File: config.mk
export PLATFORM = sky130hd
export DESIGN_NAME = mole_spawner
export DESIGN_NICKNAME = d
export VERILOG_FILES = /design/src/rtl/mole_spawner.sv
export SDC_FILE = /design/constraint.sdc
export NUM_CORES = 1
export LEC_CHECK = 0
export BUFFER_PORTS_ARGS = -buffer_cell sky130_fd_sc_hd__buf_2
export CAP_MARGIN = 20
export CORE_ASPECT_RATIO = 0.6
export CORE_MARGIN = 5
export CORE_UTILIZATION = 66
export CTS_BUF_LIST = sky130_fd_sc_hd__clkbuf_2 sky130_fd_sc_hd__clkbuf_4 sky130_fd_sc_hd__clkbuf_8
export DETAILED_ROUTE_END_ITERATION = 12
export GPL_ROUTABILITY_DRIVEN = 0
export PLACE_DENSITY_LB_ADDON = 0.08
export RECOVER_POWER = 100
export SYNTH_ARGS = -nofsm -noshare
export SYNTH_HDL_FRONTEND = slang
export SYNTH_SLANG_ARGS = --single-unit
File: constraint.sdc
create_clock -name clock -period 6.9 [get_ports clock]
set_input_delay 1.38 -clock clock [delete_from_list [all_inputs] [get_ports clock]]
set_output_delay 1.38 -clock clock [all_outputs]
set_load 0.01 [all_outputs]
File: src/rtl/mole_spawner.sv
// Mole spawner: drops pseudo-random moles into 5 holes, ages them and retires each on hit or escape.
// Optional define SPEEDUP_EN shortens the spawn interval after every 8th successful spawn.
module mole_spawner #(
  parameter int unsigned SPAWN_INTERVAL = 32'd25_000_000,
  parameter int unsigned MOLE_LIFETIME  = 32'd50_000_000,
  parameter int unsigned MAX_ACTIVE     = 3,
  parameter logic [15:0] LFSR_SEED      = 16'hACE1
`ifdef SPEEDUP_EN
  ,
  parameter int unsigned SPEEDUP_STEP   = 32'd1_000_000,
  parameter int unsigned MIN_INTERVAL   = 32'd5_000_000
`endif
) (
  input  logic       clock,
  input  logic       resetn,
  input  logic       enable,
  input  logic [2:0] moleHit,
  output logic [4:0] molesGenerated,
  output logic       moleEscaped,
  output logic [7:0] spawnCount
);

  typedef enum logic [1:0] {StIdle, StWait, StSpawn} state_e;

  state_e      r_state, w_state_next;
  logic [31:0] r_wait_cnt, w_wait_next;
  logic [31:0] r_life [5];
  logic [31:0] w_life_next [5];
  logic [4:0]  r_moles, w_moles_next;
  logic [7:0]  r_count, w_count_next;
  logic [15:0] r_lfsr, w_lfsr_next;
  logic [31:0] w_interval_next;

  logic [2:0]  w_cand;
  logic [2:0]  w_popcnt;
  logic        w_found;
  logic [2:0]  w_spawn_idx;
  logic [4:0]  w_hit_dec, w_hit_vec, w_expire;
  logic        w_spawn_ok;

  function automatic logic [2:0] wrap5(input logic [2:0] base, input int unsigned off);
    logic [3:0] s;
    s = {1'b0, base} + 4'(off);
    return (s >= 4'd5) ? 3'(s - 4'd5) : s[2:0];
  endfunction

  assign w_lfsr_next = enable ? {r_lfsr[0] ^ r_lfsr[2] ^ r_lfsr[3] ^ r_lfsr[5], r_lfsr[15:1]}
                              : r_lfsr;
  assign w_cand      = (r_lfsr[2:0] >= 3'd5) ? r_lfsr[2:0] - 3'd5 : r_lfsr[2:0];

  always_comb begin
    w_popcnt = '0;
    for (int i = 0; i < 5; i++) begin
      w_popcnt = w_popcnt + 3'(r_moles[i]);
    end
  end

  // First free hole from the candidate, wrapping; uses start-of-cycle occupancy only.
  always_comb begin
    w_found     = 1'b0;
    w_spawn_idx = '0;
    for (int k = 0; k < 5; k++) begin
      if (!w_found && !r_moles[wrap5(w_cand, k)]) begin
        w_found     = 1'b1;
        w_spawn_idx = wrap5(w_cand, k);
      end
    end
  end

  always_comb begin
    w_hit_dec = '0;
    case (moleHit)
      3'd1:    w_hit_dec[0] = 1'b1;
      3'd2:    w_hit_dec[1] = 1'b1;
      3'd3:    w_hit_dec[2] = 1'b1;
      3'd4:    w_hit_dec[3] = 1'b1;
      3'd5:    w_hit_dec[4] = 1'b1;
      default: w_hit_dec = '0;
    endcase
  end

  always_comb begin
    for (int i = 0; i < 5; i++) begin
      w_expire[i] = r_moles[i] && (r_life[i] == 32'd0);
    end
  end

  assign w_hit_vec   = w_hit_dec & r_moles;
  assign w_spawn_ok  = enable && (r_state == StSpawn) && (32'(w_popcnt) < MAX_ACTIVE) && w_found;
  assign moleEscaped = enable && |(w_expire & ~w_hit_vec);

`ifdef SPEEDUP_EN
  logic [31:0] r_interval;

  always_comb begin
    w_interval_next = r_interval;
    if (!enable) begin
      w_interval_next = 32'(SPAWN_INTERVAL);
    end else if (w_spawn_ok && (r_count != 8'hFF) && (r_count[2:0] == 3'd7)) begin
      w_interval_next = (r_interval >= 32'(MIN_INTERVAL) + 32'(SPEEDUP_STEP))
                      ? r_interval - 32'(SPEEDUP_STEP) : 32'(MIN_INTERVAL);
    end
  end

  always_ff @(posedge clock or negedge resetn) begin
    if (!resetn) begin
      r_interval <= 32'(SPAWN_INTERVAL);
    end else begin
      r_interval <= w_interval_next;
    end
  end
`else
  assign w_interval_next = 32'(SPAWN_INTERVAL);
`endif

  always_comb begin
    w_state_next = r_state;
    w_wait_next  = r_wait_cnt;
    case (r_state)
      StIdle: begin
        if (enable) begin
          w_state_next = StWait;
          w_wait_next  = w_interval_next - 32'd1;
        end
      end
      StWait: begin
        // Reaching 1 here means the interval elapses with the following SPAWN cycle.
        if (r_wait_cnt <= 32'd1) begin
          w_state_next = StSpawn;
          w_wait_next  = '0;
        end else begin
          w_wait_next  = r_wait_cnt - 32'd1;
        end
      end
      StSpawn: begin
        w_state_next = StWait;
        w_wait_next  = w_interval_next - 32'd1;
      end
      default: begin
        w_state_next = StIdle;
        w_wait_next  = '0;
      end
    endcase
    if (!enable) begin
      w_state_next = StIdle;
      w_wait_next  = '0;
    end
  end

  always_comb begin
    w_moles_next = r_moles;
    w_life_next  = r_life;
    w_count_next = r_count;
    if (!enable) begin
      w_moles_next = '0;
      w_count_next = '0;
      for (int i = 0; i < 5; i++) begin
        w_life_next[i] = '0;
      end
    end else begin
      for (int i = 0; i < 5; i++) begin
        if (w_hit_vec[i]) begin
          w_moles_next[i] = 1'b0;
          w_life_next[i]  = '0;
        end else if (r_moles[i]) begin
          if (r_life[i] == 32'd0) begin
            w_moles_next[i] = 1'b0;
          end else begin
            w_life_next[i]  = r_life[i] - 32'd1;
          end
        end
      end
      if (w_spawn_ok) begin
        w_moles_next[w_spawn_idx] = 1'b1;
        w_life_next[w_spawn_idx]  = 32'(MOLE_LIFETIME) - 32'd1;
        if (r_count != 8'hFF) begin
          w_count_next = r_count + 8'd1;
        end
      end
    end
  end

  always_ff @(posedge clock or negedge resetn) begin
    if (!resetn) begin
      r_state    <= StIdle;
      r_wait_cnt <= '0;
      r_moles    <= '0;
      r_count    <= '0;
      r_lfsr     <= LFSR_SEED;
      for (int i = 0; i < 5; i++) begin
        r_life[i] <= '0;
      end
    end else begin
      r_state    <= w_state_next;
      r_wait_cnt <= w_wait_next;
      r_moles    <= w_moles_next;
      r_count    <= w_count_next;
      r_lfsr     <= w_lfsr_next;
      for (int i = 0; i < 5; i++) begin
        r_life[i] <= w_life_next[i];
      end
    end
  end

  assign molesGenerated = r_moles;
  assign spawnCount     = r_count;

endmodule
=== Yosys cells after proc, flatten, opt, wreduce, memory -nomap -nowiden ===
Cells that the tools add are included.

* Input bits: 6
* Word-level logic and storage cells: 189
* Register bits after elaboration: 223
* Output and inout bits: 14

* Muxes and demuxes: 88
* Add/subtract/negate cells: 21
* Reductions and logical operators: 31
* Bitwise logic cells: 11
* Order comparisons: 17
* Eq/ne operators: 11

{| class="wikitable"
|+ Operators by type and width
! cell !! number
|-
| two-way mux 32 bit || 23
|-
| two-way mux 160 bit || 2
|-
| subtractor 32 x 1 -> 32 bit (second input constant) || 6
|-
| zero test 32 bit || 5
|-
| demux 32 bit (select 3 bit) || 1
|-
| bitwise OR 90 bit || 1
|-
| bitwise AND 70 bit || 1
|-
| NOT 70 bit || 1
|-
| case mux 32 bit (2 select lines) || 1
|-
| two-way mux 1 bit || 36
|-
| two-way mux 3 bit || 11
|-
| less-or-equal comparator 32 x 1 -> 1 bit (second input constant) || 1
|-
| < comparator 3 x 4 -> 1 bit (second input constant) || 6
|-
| two-way mux 8 bit || 3
|-
| subtractor 3 bit (second input constant) || 6
|-
| >= comparator 4 x 3 -> 1 bit (second input constant) || 4
|-
| binary-select mux 1 bit (select 3 bit) || 5
|-
| logical AND 1 bit || 15
|-
| bitwise AND 5 bit || 2
|-
| two-way mux 5 bit || 2
|-
| adder 3 x 2 -> 4 bit (second input constant) || 2
|-
| adder 8 x 1 -> 8 bit (second input constant) || 1
|-
| inequality test 8 bit (second input constant) || 1
|-
| zero test 1 bit || 7
|-
| 28 further kinds || 36
|}

=== Longest topological paths before layout ===
* Word-level depth: 28
* Depth in mapped cells: 23
* Gate-level depth less buffers: 17

=== Least setup slack after synthesis ===
OpenSTA, ideal clock, no wires.

* Kind: register to register
* Start point: reg r_lfsr[0]
* End point: reg r_life[19] in the netlist's numbering
* Library setup time: 0.076 ns
* Buffers on the path: 4
* Arrival: 4.820 ns
* Data required time: 6.824 ns
* Clock period less this slack: 4.896 ns
* Cell stages (with the launch flop): 21
* Slack: 2.004 ns
* Cell sequence: dfstp_2 > buf_4 > inv_2 > ha_1 > a21oi_1 > ha_1 > inv_1 > fa_1 > a21oi_1 > nand3_1 > mux2i_1 > a21oi_1 > nor3_2 > nor3b_4 > a22oi_1 > a311o_1 > buf_2 > or3b_1 > buf_2 > buf_6 > o21ai_2

{| class="wikitable"
|+ RTL lines
! what !! line !! text
|-
| start, declared || 31 || <nowiki>logic [15:0] r_lfsr, w_lfsr_next;</nowiki>
|-
| start signal, assigned || 198 || <nowiki>r_lfsr <= w_lfsr_next;</nowiki>
|-
| end signal, assigned by index || 200 || <nowiki>r_life[i] <= w_life_next[i];</nowiki>
|-
| end, declared || 27 || <nowiki>logic [31:0] r_life [5];</nowiki>
|}

=== Final worst setup path ===
* Start point: reg r_lfsr[1]
* End point: reg r_count[5] (netlist: spawnCount[5])

* Cells in the longest elaborated chain, start to end: 22
* Elaborated cells on any way between the ends: 51
* Classes of those cells: add/sub: 10; order compare: 6; eq/ne: 1; mux: 21; reduce/logical: 13

{| class="wikitable"
|+ Ends and longest elaborated chain
! what !! line !! text
|-
| subtractor 3 bit / >= comparator 3 bit (equally long branches) || 49 || <nowiki>assign w_cand = (r_lfsr[2:0] >= 3'd5) ? r_lfsr[2:0] - 3'd5 : r_lfsr[2:0];</nowiki>
|-
| two-way mux 3 bit * || 49 ||
|-
| adder 3 x 1 -> 4 bit || 43 || <nowiki>s = {1'b0, base} + 4'(off);</nowiki>
|-
| >= comparator 4 x 3 -> 1 bit / subtractor 3 bit (equally long branches) || 44 || <nowiki>return (s >= 4'd5) ? 3'(s - 4'd5) : s[2:0];</nowiki>
|-
| two-way mux 3 bit || 44 ||
|-
| binary-select mux 1 bit (select 3 bit) || 63 || <nowiki>if (!w_found && !r_moles[wrap5(w_cand, k)]) begin</nowiki>
|-
| two-way mux 1 bit (not written as such) || 63 ||
|-
| zero test 1 bit || 63 ||
|-
| [... 6 more ...] || -- ||
|-
| logical AND 1 bit || 63 ||
|-
| two-way mux 1 bit || 63 ||
|-
| zero test 1 bit || 63 ||
|-
| logical AND 1 bit || 63 ||
|-
| two-way mux 1 bit * || 63 ||
|-
| logical AND 1 bit * || 89 || <nowiki>assign w_spawn_ok = enable && (r_state == StSpawn) && (32'(w_popcnt) < MAX_ACTIVE) && w_found;</nowiki>
|-
| inequality test 2 x 1 -> 1 bit (no line) * || -- ||
|-
| AND reduction 2 bit (no line) * || -- ||
|-
| end signal, assigned || 197 || <nowiki>r_count <= w_count_next;</nowiki>
|-
| end, declared || 30 || <nowiki>logic [7:0] r_count, w_count_next;</nowiki>
|}

Every way passes the cells marked *; elsewhere a longest branch is shown, timed or not. The select of a mux whose other input is x is not followed.
A chain may end at the register's enable or synchronous reset.

==> qor.yml <==
status: "finished with violations"
violations: "capacitance limit, slew limit"
die_w_um: 188
worstPathArrival_ns: 6.67
vias: 9700
grt_max_degree: 126
fin_setup_tns_ns: 0
power.density_nw_per_um2: 301
worst_slack_ns: 0.652
reg2reg_slack_ns: 0.65
core_area_um2: 18900
final_cell_count_no_fill: 1572
cts_resized: 0
synth.top_cell.area_share: 0.427
yosysSeqAreaShare: 0.444
whs_endpoint: "r_lfsr[15]$_DFFE_PN1P_"
critical_path_required_ns: 7.32
rsz0062_at_grt: "false"
post_dp_cell_area_um2: 12700
fin_crit_ns: 6.25
end_kind: "flop"
yosysWarnings: 0
htree_levels: 2
clkSlewWorstSetupHoldPaths_ns: 0.07
initial_core_util: 0.666
dr.pass1.iters: 5
wl_met2_mm: 10.9
die_y_um: 117
grt.total_usage: 0.254
crit_fanout: 13
syn2layout_area_growth_pct: 5.70
worstSkewPairLatency_ns: 0.53
drive_gt1_frac: 0.0928
hold_violations: 0
final_nets: 1337
peakVddDrop_uv: 225
drt-met1-wl_mm: 14.1
pin_count: 20
dpl_worst_slack_ns: 1.05
numPortBuffers: 19
slew_viol_final: 227
clock-sinks: 223
totalWireLength_mm: 27.5
yosysTopAreaCell: "dfrtp_1"
hp-class: "reg2reg"
postCtsHoldBufs: 0
slew_headroom: -1.01
wire_per_inst_um: 17.5
async_reset_ff_frac: 1.00
cts_tree: "yes"
drcViolationCount: 0
nFillCells: 1417
min_from: "r_lfsr[15]$_DFFE_PN1P_"
highest_layer: "met4"
cts_buffers: 35
final_core_util: 0.704
route.met3.wl_mm: 2.14
grt_first_pass_wirelength_mm: 46.2
grt_overflow: 0
rows: 39
antenna_found_initial: 0
worst_clock_skew_ns: 0.0302
drt_iter0_markers: 833
ys_types: 90
antenna_left: 0
criticalPathCategory: "reg2reg"
viasPerCell: 6.17
cts-root-buf: "clkbuf_8"
netlist_area_um2: 12600
placed_cells: 1515
synth.top_cells.by_count: "215 x dfrtp_1, 119 x xnor2_1, 116 x nor3_1"
synth_edf_count: 0
synthCells: 1305
synth_seq_cells: 223
max-cap-violations: 4
finalSetupViolations: 0
totalPowerFinal_mw: 4.01
reg2reg_depth: 16
grt_pass1_vias: 9034
synth.most_common_cell: "dfrtp_1"
antenna_cells: 0
design_area_um2: 13300
hold_slack_ns: 0.491
timing.fmax_mhz: 160
min_path_cells: 2
tightest_slew_ns: 3.02
r2r-start: "r_lfsr[1]$_DFFE_PN0P_"
period_share: 0.906
synth_top_flop_cell: "dfrtp_1"
synth.area.top_cells: "dfrtp_1 43%, xnor2_1 8.3%, nor3_1 4.6%"
dp_hpwl_mm: 18.5
post_cts_buffers: 0
fp.dieArea_um2: 22000
timing.rr.end: "spawnCount[5]$_DFFE_PN0P_"
p_leak_nw: 5.76
clockBufferDepth: 3
synth_nets: 1335
avgSynthCellArea_um2: 9.64
cp-start-kind: "flop"
## registers in the layout, summed over array words and instances (netlist names)
register / count
r_lfsr: 16
molesGenerated: 5
r_life: 160
r_wait_cnt: 32
r_state: 2
spawnCount: 8
## kinds of logic after synthesis
| logic type | Yosys count | synth area share |
|---|---|---|
| and+or+nand+nor | 517 | 0.225 |
| AOI/OAI and AO/OA | 232 | 0.116 |
| DFF | 223 | 0.444 |
| xor gates and xnor gates | 182 | 0.128 |
| buffers and inverters | 97 | 0.0350 |
| muxes | 30 | 0.0261 |
| adders and majority gates | 24 | 0.0256 |
## power by group
part	leakage, nW	switching, mW	internal (mW)	total [mW]
Sequential	3.05	0.0767	1.40	1.48
Combinational	2.36	0.879	0.550	1.43
Clock	0.353	0.513	0.590	1.10
Total	5.76	1.47	2.54	4.01
## cell type report
cell class / count / area (um^2) / area share
multi-input combinational: 985 / 6470 / 0.486
sequential: 223 / 5590 / 0.420
clock buffer: 53 / 642 / 0.0483
tap: 246 / 308 / 0.0231
timing repair buffer: 26 / 139 / 0.0104
inverter: 36 / 135 / 0.0102
clock inverter: 3 / 21.3 / 0.00160
## worst max-delay path by stage
stage / from / slack [ns] / end
after floorplan: r_lfsr[0]$_DFFE_PN1P_ / 2.00 / r_life[19]$_DFF_PN0_
after global placement: r_lfsr[1]$_DFFE_PN0P_ / 1.27 / r_life[18]$_DFF_PN0_
after detailed placement: r_lfsr[1]$_DFFE_PN0P_ / 1.05 / r_life[26]$_DFF_PN0_
after CTS: r_lfsr[1]$_DFFE_PN0P_ / 1.02 / r_life[116]$_DFF_PN0_
after global routing: r_lfsr[1]$_DFFE_PN0P_ / 0.21 / spawnCount[7]$_DFFE_PN0P_
final: r_lfsr[1]$_DFFE_PN0P_ / 0.65 / spawnCount[5]$_DFFE_PN0P_
## layer usage
layer  global-route usage  vias to the layer above
li1                     -                     4657
met1                0.410                     4696
met2                0.353                      304
met3               0.0542                       43
met4               0.0479                        0
met5                    0                        -
## critical path, cell delays in order (launching register included)
cell and delay [ns]:
dfrtp_1 0.53, inv_1 0.17, ha_1 0.38, a21oi_1 0.19, a21oi_1 0.58, inv_1 0.25
ha_1 0.32, ha_1 0.47, a211oi_1 0.18, a2111oi_0 0.52, a211o_1 0.17, o21ba_1 0.19
and2_0 0.17, a211oi_1 1.05, nand4_1 0.43, or3_1 0.42, a21oi_1 0.14
## placed cells by master (no fill, tap or decap), types with 11 or more instances in the layout
master / n
xnor2_1: 119
or3_1: 31
xor2_1: 62
nand4_1: 11
mux2i_1: 16
nor3_1: 126
a21oi_1: 41
nor4_1: 42
ha_1: 21
dfrtp_1: 215
or4_1: 22
nand2b_1: 19
nand2_1: 77
nand3b_1: 11
nand3_1: 23
nor2_1: 96
inv_1: 33
clkbuf_1: 17
clkbuf_8: 39
clkbuf_4: 14
mux2_2: 11
o21ai_0: 117
No activity file was read; power rests on OpenSTA's default activity.
